$ cat src/rtl/fetch_stage.sv
// Instruction fetch stage: program counter, single-outstanding imem requests and a
// 2-entry prefetch buffer feeding IF/ID. Optional macro FETCH_ALIGN_CHK_EN flags misaligned redirects.
module fetch_stage #(
  parameter logic [31:0] RESET_PC = 32'h0000_0000
) (
  input  logic        clk,
  input  logic        rst_n,
  output logic        imem_req,
  output logic [31:0] imem_addr,
  input  logic        imem_rvalid,
  input  logic [31:0] imem_rdata,
  input  logic        redir_valid,
  input  logic [31:0] redir_target,
  output logic        id_valid,
  input  logic        id_ready,
  output logic [31:0] id_instr,
  output logic [5:0]  id_opcode,
  output logic [31:0] id_pc4,
  output logic        fetch_err
);

  typedef enum logic [1:0] {
    S_FETCH = 2'd0,
    S_WAIT  = 2'd1,
    S_DROP  = 2'd2
  } state_t;

  state_t      state_r;
  logic [31:0] pc_r;
  logic        req_r;
  logic [31:0] req_addr_r;

  logic [31:0] buf_instr_r [2];
  logic [31:0] buf_pc4_r   [2];
  logic        rd_ptr_r;
  logic        wr_ptr_r;
  logic [1:0]  cnt_r;

  logic        id_valid_r;
  logic [31:0] id_instr_r;
  logic [31:0] id_pc4_r;

  logic [31:0] target_s;
  logic        pop_s;
  logic        push_s;
  logic        issue_s;
  logic [31:0] push_pc4_s;
  logic [1:0]  cnt_after_s;
  logic [1:0]  cnt_nxt_s;
  logic        rd_ptr_nxt_s;
  logic        wr_ptr_nxt_s;
  logic [31:0] head_instr_s;
  logic [31:0] head_pc4_s;

  // Buffer handshake terms; the target is always forced to a word boundary.
  always_comb begin
    target_s    = redir_target & 32'hFFFF_FFFC;
    pop_s       = (cnt_r != 2'd0) && id_ready;
    push_s      = (state_r == S_WAIT) && imem_rvalid && !redir_valid;
    push_pc4_s  = req_addr_r + 32'd4;
    cnt_after_s = cnt_r + {1'b0, push_s} - {1'b0, pop_s};
  end

  // Request issue decision: needs room in the buffer and no redirect this edge.
  always_comb begin
    issue_s = 1'b0;
    case (state_r)
      S_FETCH: begin
        if (!redir_valid && (cnt_r < 2'd2)) begin
          issue_s = 1'b1;
        end else begin
          issue_s = 1'b0;
        end
      end
      S_WAIT: begin
        if (imem_rvalid && !redir_valid && (cnt_after_s < 2'd2)) begin
          issue_s = 1'b1;
        end else begin
          issue_s = 1'b0;
        end
      end
      S_DROP:  issue_s = 1'b0;
      default: issue_s = 1'b0;
    endcase
  end

  // Next buffer occupancy and pointers; a redirect empties the buffer regardless of pop.
  always_comb begin
    if (redir_valid) begin
      cnt_nxt_s    = 2'd0;
      rd_ptr_nxt_s = 1'b0;
      wr_ptr_nxt_s = 1'b0;
    end else begin
      cnt_nxt_s    = cnt_after_s;
      rd_ptr_nxt_s = rd_ptr_r ^ pop_s;
      wr_ptr_nxt_s = wr_ptr_r ^ push_s;
    end
  end

  // Next head entry, bypassing a word that lands in an otherwise empty slot.
  always_comb begin
    if (cnt_nxt_s == 2'd0) begin
      head_instr_s = 32'd0;
      head_pc4_s   = 32'd0;
    end else if (push_s && (wr_ptr_r == rd_ptr_nxt_s)) begin
      head_instr_s = imem_rdata;
      head_pc4_s   = push_pc4_s;
    end else begin
      head_instr_s = buf_instr_r[rd_ptr_nxt_s];
      head_pc4_s   = buf_pc4_r[rd_ptr_nxt_s];
    end
  end

  // Fetch FSM together with the pc and the registered request outputs.
  always_ff @(posedge clk or negedge rst_n) begin
    if (!rst_n) begin
      state_r    <= S_FETCH;
      pc_r       <= RESET_PC;
      req_r      <= 1'b0;
      req_addr_r <= RESET_PC;
    end else begin
      req_r <= issue_s;
      if (issue_s) begin
        req_addr_r <= pc_r;
      end
      if (redir_valid) begin
        pc_r <= target_s;
      end else if (issue_s) begin
        pc_r <= pc_r + 32'd4;
      end
      case (state_r)
        S_FETCH: begin
          if (issue_s) begin
            state_r <= S_WAIT;
          end else begin
            state_r <= S_FETCH;
          end
        end
        S_WAIT: begin
          if (imem_rvalid) begin
            state_r <= issue_s ? S_WAIT : S_FETCH;
          end else if (redir_valid) begin
            state_r <= S_DROP;
          end else begin
            state_r <= S_WAIT;
          end
        end
        S_DROP: begin
          // The outstanding response is consumed here even if a redirect coincides.
          if (imem_rvalid) begin
            state_r <= S_FETCH;
          end else begin
            state_r <= S_DROP;
          end
        end
        default: state_r <= S_FETCH;
      endcase
    end
  end

  // Prefetch buffer storage and occupancy.
  always_ff @(posedge clk or negedge rst_n) begin
    if (!rst_n) begin
      for (int i = 0; i < 2; i++) begin
        buf_instr_r[i] <= 32'd0;
        buf_pc4_r[i]   <= 32'd0;
      end
      rd_ptr_r <= 1'b0;
      wr_ptr_r <= 1'b0;
      cnt_r    <= 2'd0;
    end else begin
      if (push_s) begin
        buf_instr_r[wr_ptr_r] <= imem_rdata;
        buf_pc4_r[wr_ptr_r]   <= push_pc4_s;
      end
      rd_ptr_r <= rd_ptr_nxt_s;
      wr_ptr_r <= wr_ptr_nxt_s;
      cnt_r    <= cnt_nxt_s;
    end
  end

  // IF/ID registers loaded from the next buffer head.
  always_ff @(posedge clk or negedge rst_n) begin
    if (!rst_n) begin
      id_valid_r <= 1'b0;
      id_instr_r <= 32'd0;
      id_pc4_r   <= 32'd0;
    end else begin
      id_valid_r <= (cnt_nxt_s != 2'd0);
      id_instr_r <= head_instr_s;
      id_pc4_r   <= head_pc4_s;
    end
  end

`ifdef FETCH_ALIGN_CHK_EN
  logic err_r;

  // Sticky misaligned-redirect flag.
  always_ff @(posedge clk or negedge rst_n) begin
    if (!rst_n) begin
      err_r <= 1'b0;
    end else if (redir_valid && (redir_target[1:0] != 2'b00)) begin
      err_r <= 1'b1;
    end
  end

  assign fetch_err = err_r;
`else
  assign fetch_err = 1'b0;
`endif

  assign imem_req  = req_r;
  assign imem_addr = req_addr_r;
  assign id_valid  = id_valid_r;
  assign id_instr  = id_instr_r;
  assign id_opcode = id_instr_r[31:26];
  assign id_pc4    = id_pc4_r;

endmodule

$ cat config.mk
export PLATFORM = sky130hd
export DESIGN_NAME = fetch_stage
export DESIGN_NICKNAME = d
export VERILOG_FILES = /design/src/rtl/fetch_stage.sv
export SDC_FILE = /design/constraint.sdc
export NUM_CORES = 1
export LEC_CHECK = 0
export ABC_AREA = 1
export BUFFER_PORTS_ARGS = -buffer_cell sky130_fd_sc_hd__buf_2
export CAP_MARGIN = 40
export CORE_UTILIZATION = 57
export DETAILED_ROUTE_END_ITERATION = 10
export GPL_TIMING_DRIVEN = 0
export PLACE_DENSITY = 0.79
export SLEW_MARGIN = 0
export SYNTH_ARGS = -nofsm -noshare
export SYNTH_HDL_FRONTEND = slang
export SYNTH_SLANG_ARGS = --single-unit
$ cat constraint.sdc
create_clock -name clk -period 3.46 [get_ports clk]
set_input_delay 0.173 -clock clk [delete_from_list [all_inputs] [get_ports clk]]
set_output_delay 0.173 -clock clk [all_outputs]
set_load 0.02 [all_outputs]
Word-level counts from Yosys, hierarchy flattened
Cells that the tools add are included.
Word-level totals
  flip-flop bits (word level): 264
  latch bits: 0
  RAM bits: 0
  ROM bits: 0
  input port bits: 69
  output and inout port bits: 105
  memories kept: 0
Operators by class
  add/sub/neg operators: 4
  multiply operators: 0
  div/mod/pow operators: 0
  $lt $le $gt $ge: 5
  equality and inequality tests: 3
  shifts and indexed selects: 0
  mux-type cells: 27
  bitwise operators: 4
  reduce and logical (&&, ||, !) cells: 14
Operator list (count)
  $mux 32: 13
  $bwmux 64: 2
  $add 32x3->32 const B: 2
  $demux 32 s1: 1
  $logic_and 1x1->1: 8
  $mux 2: 4
  $pmux 2 s3: 1
  $reduce_bool 2->1: 3
  $mux 1: 5
  $ge 2x2->1 const B: 2
  $logic_not 2->1: 2
  $lt 2x2->1 const B: 2
  $not 1->2: 2
  $add 2x1->2: 1
  $eq 2x1->1 const B: 1
  $eq 2x2->1 const B: 1
  $lt 2x1->1 const B: 1
  $pmux 1 s2: 1
  $sub 2x1->2: 1
  $xor 1x1->1: 2
  $eq 1x1->1: 1
  $logic_not 1->1: 1

Logic depth before layout (Yosys ltp)
  depth in word-level cells: 12
  depth in mapped cells: 16
  depth with buffers taken out: 15

Least setup slack after synthesis
OpenSTA, ideal clock, no wires.
  path kind: reg-to-reg
  start: register state_r[1]
  end: register id_instr_r[21] (netlist: id_instr[21])
  arrival: 2377 ps
  data required time: 3389 ps
  path slack: 1012 ps
  stages on the path, launching flop included: 15
  buffers on the path: 3
  clock period less this slack: 2448 ps
  path through: dfrtp_1 -> nor3_1 -> buf_4 -> clkbuf_1 -> inv_1 -> ha_1 -> inv_1 -> ha_1 -> inv_1 -> nand2_1 -> and2_4 -> a21oi_4 -> buf_6 -> nand2_1 -> nor2_1
On the way
  longest elaborated chain between the ends: 8
  elaborated cells on any way between the ends: 10
Ends and longest elaborated chain
  from (decl): line 28  | state_t state_r;
  from (signal assigned): line 141  | state_r <= issue_s ? S_WAIT : S_FETCH;
  $eq 2x1->1 (*): line 59  | push_s = (state_r == S_WAIT) && imem_rvalid && !redir_valid;
  $logic_and 1x1->1 (*) (2 in series): line 59
  $add 2x1->2: line 61  | cnt_after_s = cnt_r + {1'b0, push_s} - {1'b0, pop_s};
  $sub 2x1->2: line 61
  $mux 2: line 89  | if (redir_valid) begin
  $logic_not 2->1: line 102  | if (cnt_nxt_s == 2'd0) begin
  $mux 32 (*): line 102
  via head_instr_s[21]: line 52  | logic [31:0] head_instr_s;
  to (signal assigned): line 190  | id_instr_r <= head_instr_s;
  to (decl): line 40  | logic [31:0] id_instr_r;
The timed path passes the listed nets; every way through them passes the cells marked *.
A chain may end at the register's enable or synchronous reset.

Final worst setup path
  start: register state_r[1]
  end: register pc_r[8]
On the way
  longest elaborated chain between the ends: 10
  elaborated cells on any way between the ends: 11
Ends and longest elaborated chain
  $eq 2x1->1: line 59, 67
  $logic_and 1x1->1 (2 in series): line 59
  $add 2x1->2: line 61
  $sub 2x1->2: line 61
  $lt 2x2->1: line 76  | if (imem_rvalid && !redir_valid && (cnt_after_s < 2'd2)) begin
  $logic_and 1x1->1: line 76
  $mux 1: line 76
  $pmux 1 s2 (*): line 67  | case (state_r)
  $reduce_bool 2->1 (no line) (*)
  to (signal assigned): line 127  | pc_r <= target_s;
  to (signal assigned): line 129  | pc_r <= pc_r + 32'd4;
  to (decl): line 29  | logic [31:0] pc_r;
Mark *: on every way between the ends. The rest lies on a longest branch, timed or not.

==> flow_summary.ini <==
[run_status]
outcome = completed

[timing]
relSlewSlack = 0.505
skew_ns = 0.0227
report.final.setup_viol = 0
period_minus_slack_ns = 3.06
clock.fmax_mhz = 327
grt_setup_unrepaired = no
drv_slew = 0
finalHoldViolCount = 0
fin_crit_sh = 0.885
fin_tns_setup_ns = 0
tightestPinTransition_ns = 0.742

[finish]
finalNetCount = 2101
diodes = 0
area_growth_pct = 22.4
final_util = 0.720
n_fill_cell = 1783
final_layout_size_suffix_gt1_frac = 0.139
final_cells = 2328

[drt]
wirelength_um = 39500
drtIter0Drc = 966
viasPerCell = 5.40
ant_nets = 0
drcViolationCount = 0
wl_per_cell_um = 17.0
drt_pass1_iterations = 7
num_vias = 12600

[cts]
clock_latency_ns = 0.57
clock_sinks = 254
clock_path_buffers = 3
ctsHtreeMaxLevel = 1
path_clk_slew_ns = 0.06
cts_buffers = 28
cts_tree = done
cts-root-buf = clkbuf_16

[yosys]
synth_area_leaders = dfrtp_1 49%, nand2_1 21%, o21ai_0 5.2%, nor2_1 4.9%, inv_1 4.0%
yosysTopAreaCell = dfrtp_1
avgSynthCellArea_um2 = 7.38
synth_top_area_share = 0.489
synthArstFlopShare = 1.00
ys_ff_latch = 254
synth_cells = 1761
ys.flop_type = dfrtp_1
syn_area_um2 = 13000
yosysWarningCount = 0
yosys-top-cells-count = 715 x nand2_1, 254 x dfrtp_1, 168 x nor2_1, 140 x inv_1, 136 x o21ai_0
synth_edf_count = 0
ys_types = 34
ys_seq_area_frac = 0.489
yosysMostFrequentCell = nand2_1

[grt]
grt_max_degree = 123
track_usage = 0.346
grt_antenna_before_repair = 0
grt_pass1_wl_um = 63700
overflow = 0
grt_pass1_vias = 12400

[worst_setup_path]
r2r-start = state_r[1]
crit_path_end = pc_r[8]
regToRegEndpoint = pc_r[8]
cp.required_ns = 3.94
reg2reg_slack_ns = 0.40
worstPathMaxFanout = 11
startpoint_type = flop
r2r_cells = 15
cp-end-kind = flop
arrival_ns = 3.54
crit_start = state_r[1]
crit_type = flop to flop

[min_path]
hold_path.startpoint = redir_valid
hold_class = primary input to flop

[power_and_ir_drop]
power.density_nw_per_um2 = 930
power.leakage_uw = 0.00830
ir_drop_uv = 585

[die]
dieWidth_um = 153
die-area_um2 = 23400
start_util = 0.588
row_count = 54
dieHeight_um = 153
core_area_um2 = 22100
ios = 174

[place]
place_congestion = 1.01
dp.cells = 2212
port_buffers = 165
hpwl_um = 28000

[run]
drv_cap = 0
-- report_power, final --
group	switching [µW]	internal (µW)	total, µW
logic	4150	2140	6290
registers	955	4310	5270
clock network	1270	1960	3230
total	6370	8410	14800
-- placed cells by master (no fill, tap or decap), types with 12 or more instances in the layout --
cell           netlist  routed
a21oi_1             39      39
buf_2               25     189
buf_4               14      14
buf_6               15      15
clkbuf_1            36      41
clkbuf_16            0      28
dfrtp_1            254     254
dlygate4sd3_1        0      64
inv_1              140     140
nand2_1            715     715
nand3_1             64      64
nand3b_1            30      30
nand4_1             34      34
nor2_1             168     168
nor3_1              15      15
o21ai_0            136     136
o21ai_1             23      23
xor2_1              12      12
-- worst max-delay path, stage by stage, from the launching register on --
cell and delay [ns]:
dfrtp_1 0.41, nor3_1 0.18, buf_4 0.24, clkbuf_2 0.31
inv_1 0.08, ha_1 0.28, inv_1 0.04, ha_1 0.20
inv_1 0.07, nand2_1 0.08, nand3_2 0.13, nand2_2 0.13
nor2_2 0.35, buf_2 0.31, nand2_1 0.09, nand3_1 0.09
-- what timing repair did --
item,CTS,global route
endpoints found under the setup margin,0,11
gates resized for setup,0,2
buffers inserted,0,0
endpoints found under the hold margin,258,0
hold buffers,64,0
-- flip-flops by register name, indices dropped and copies added (netlist names) --
signal,flops
pc_r,30
rd_ptr_r,1
state_r,2
cnt_r,2
imem_addr,30
buf_instr_r,64
id_valid,1
id_pc4,30
imem_req,1
id_instr,32
buf_pc4_r,60
wr_ptr_r,1
-- metal layers --
| layer | part of all wire | vias to the layer above | global-route usage |
|---|---|---|---|
| met4 | 0.046 | 0 | 0.165 |
| li1 | - | 6033 | - |
| met1 | 0.39 | 5938 | 0.409 |
| met3 | 0.064 | 108 | 0.0547 |
| met5 | 0 | - | 0 |
| met2 | 0.50 | 486 | 0.616 |
-- area by class of cell --
type                            count  area [µm²]  area share
Timing Repair Buffer              231        1530      0.0963
Clock inverter                     14         230      0.0145
Clock buffer                       38         778      0.0489
Tap cell                          280         350      0.0220
Sequential cell                   254        6360       0.400
Buffer                             97         562      0.0353
Inverter                          144         541      0.0340
Multi-Input combinational cell   1270        5550       0.349
-- stage by stage --
| stage | hold slack [ns] | setup slack (ns) | total power [µW] | instance area (µm²) |
|---|---|---|---|---|
| global route | 0.0703 | 0.160 | 15800 | 15900 |
| global placement | 0.388 | -2.30 | 11200 | 14200 |
| floorplan | -0.123 | 1.01 | 9370 | 13000 |
| detailed placement | 0.0869 | 0.280 | 11400 | 14200 |
| CTS | 0.0436 | 0.196 | 14700 | 15900 |
| finish | 0.0533 | 0.399 | 14800 | 15900 |
-- worst min path at each step --
stage               cells after the start         endpoint
detailed placement                      1  buf_instr_r[29]
global route                            4     id_instr[31]
global placement                        2       state_r[1]
floorplan                               0   buf_instr_r[0]
CTS                                     4        id_pc4[2]
finish                                  4        id_pc4[2]
-- logic make-up (layout without fill, tap and decap cells) --
kind of cell,count (synthesis),after routing,share of synthesized area
simple gates,1039,1039,0.329
flops,254,254,0.489
buf+inv,241,524,0.0847
compound gates,203,203,0.0797
xor+xnor,17,17,0.0115
fa+ha+maj,6,6,0.00578
other cells,1,5,0.000289
Note: power is estimated with default switching activity, not from simulation.
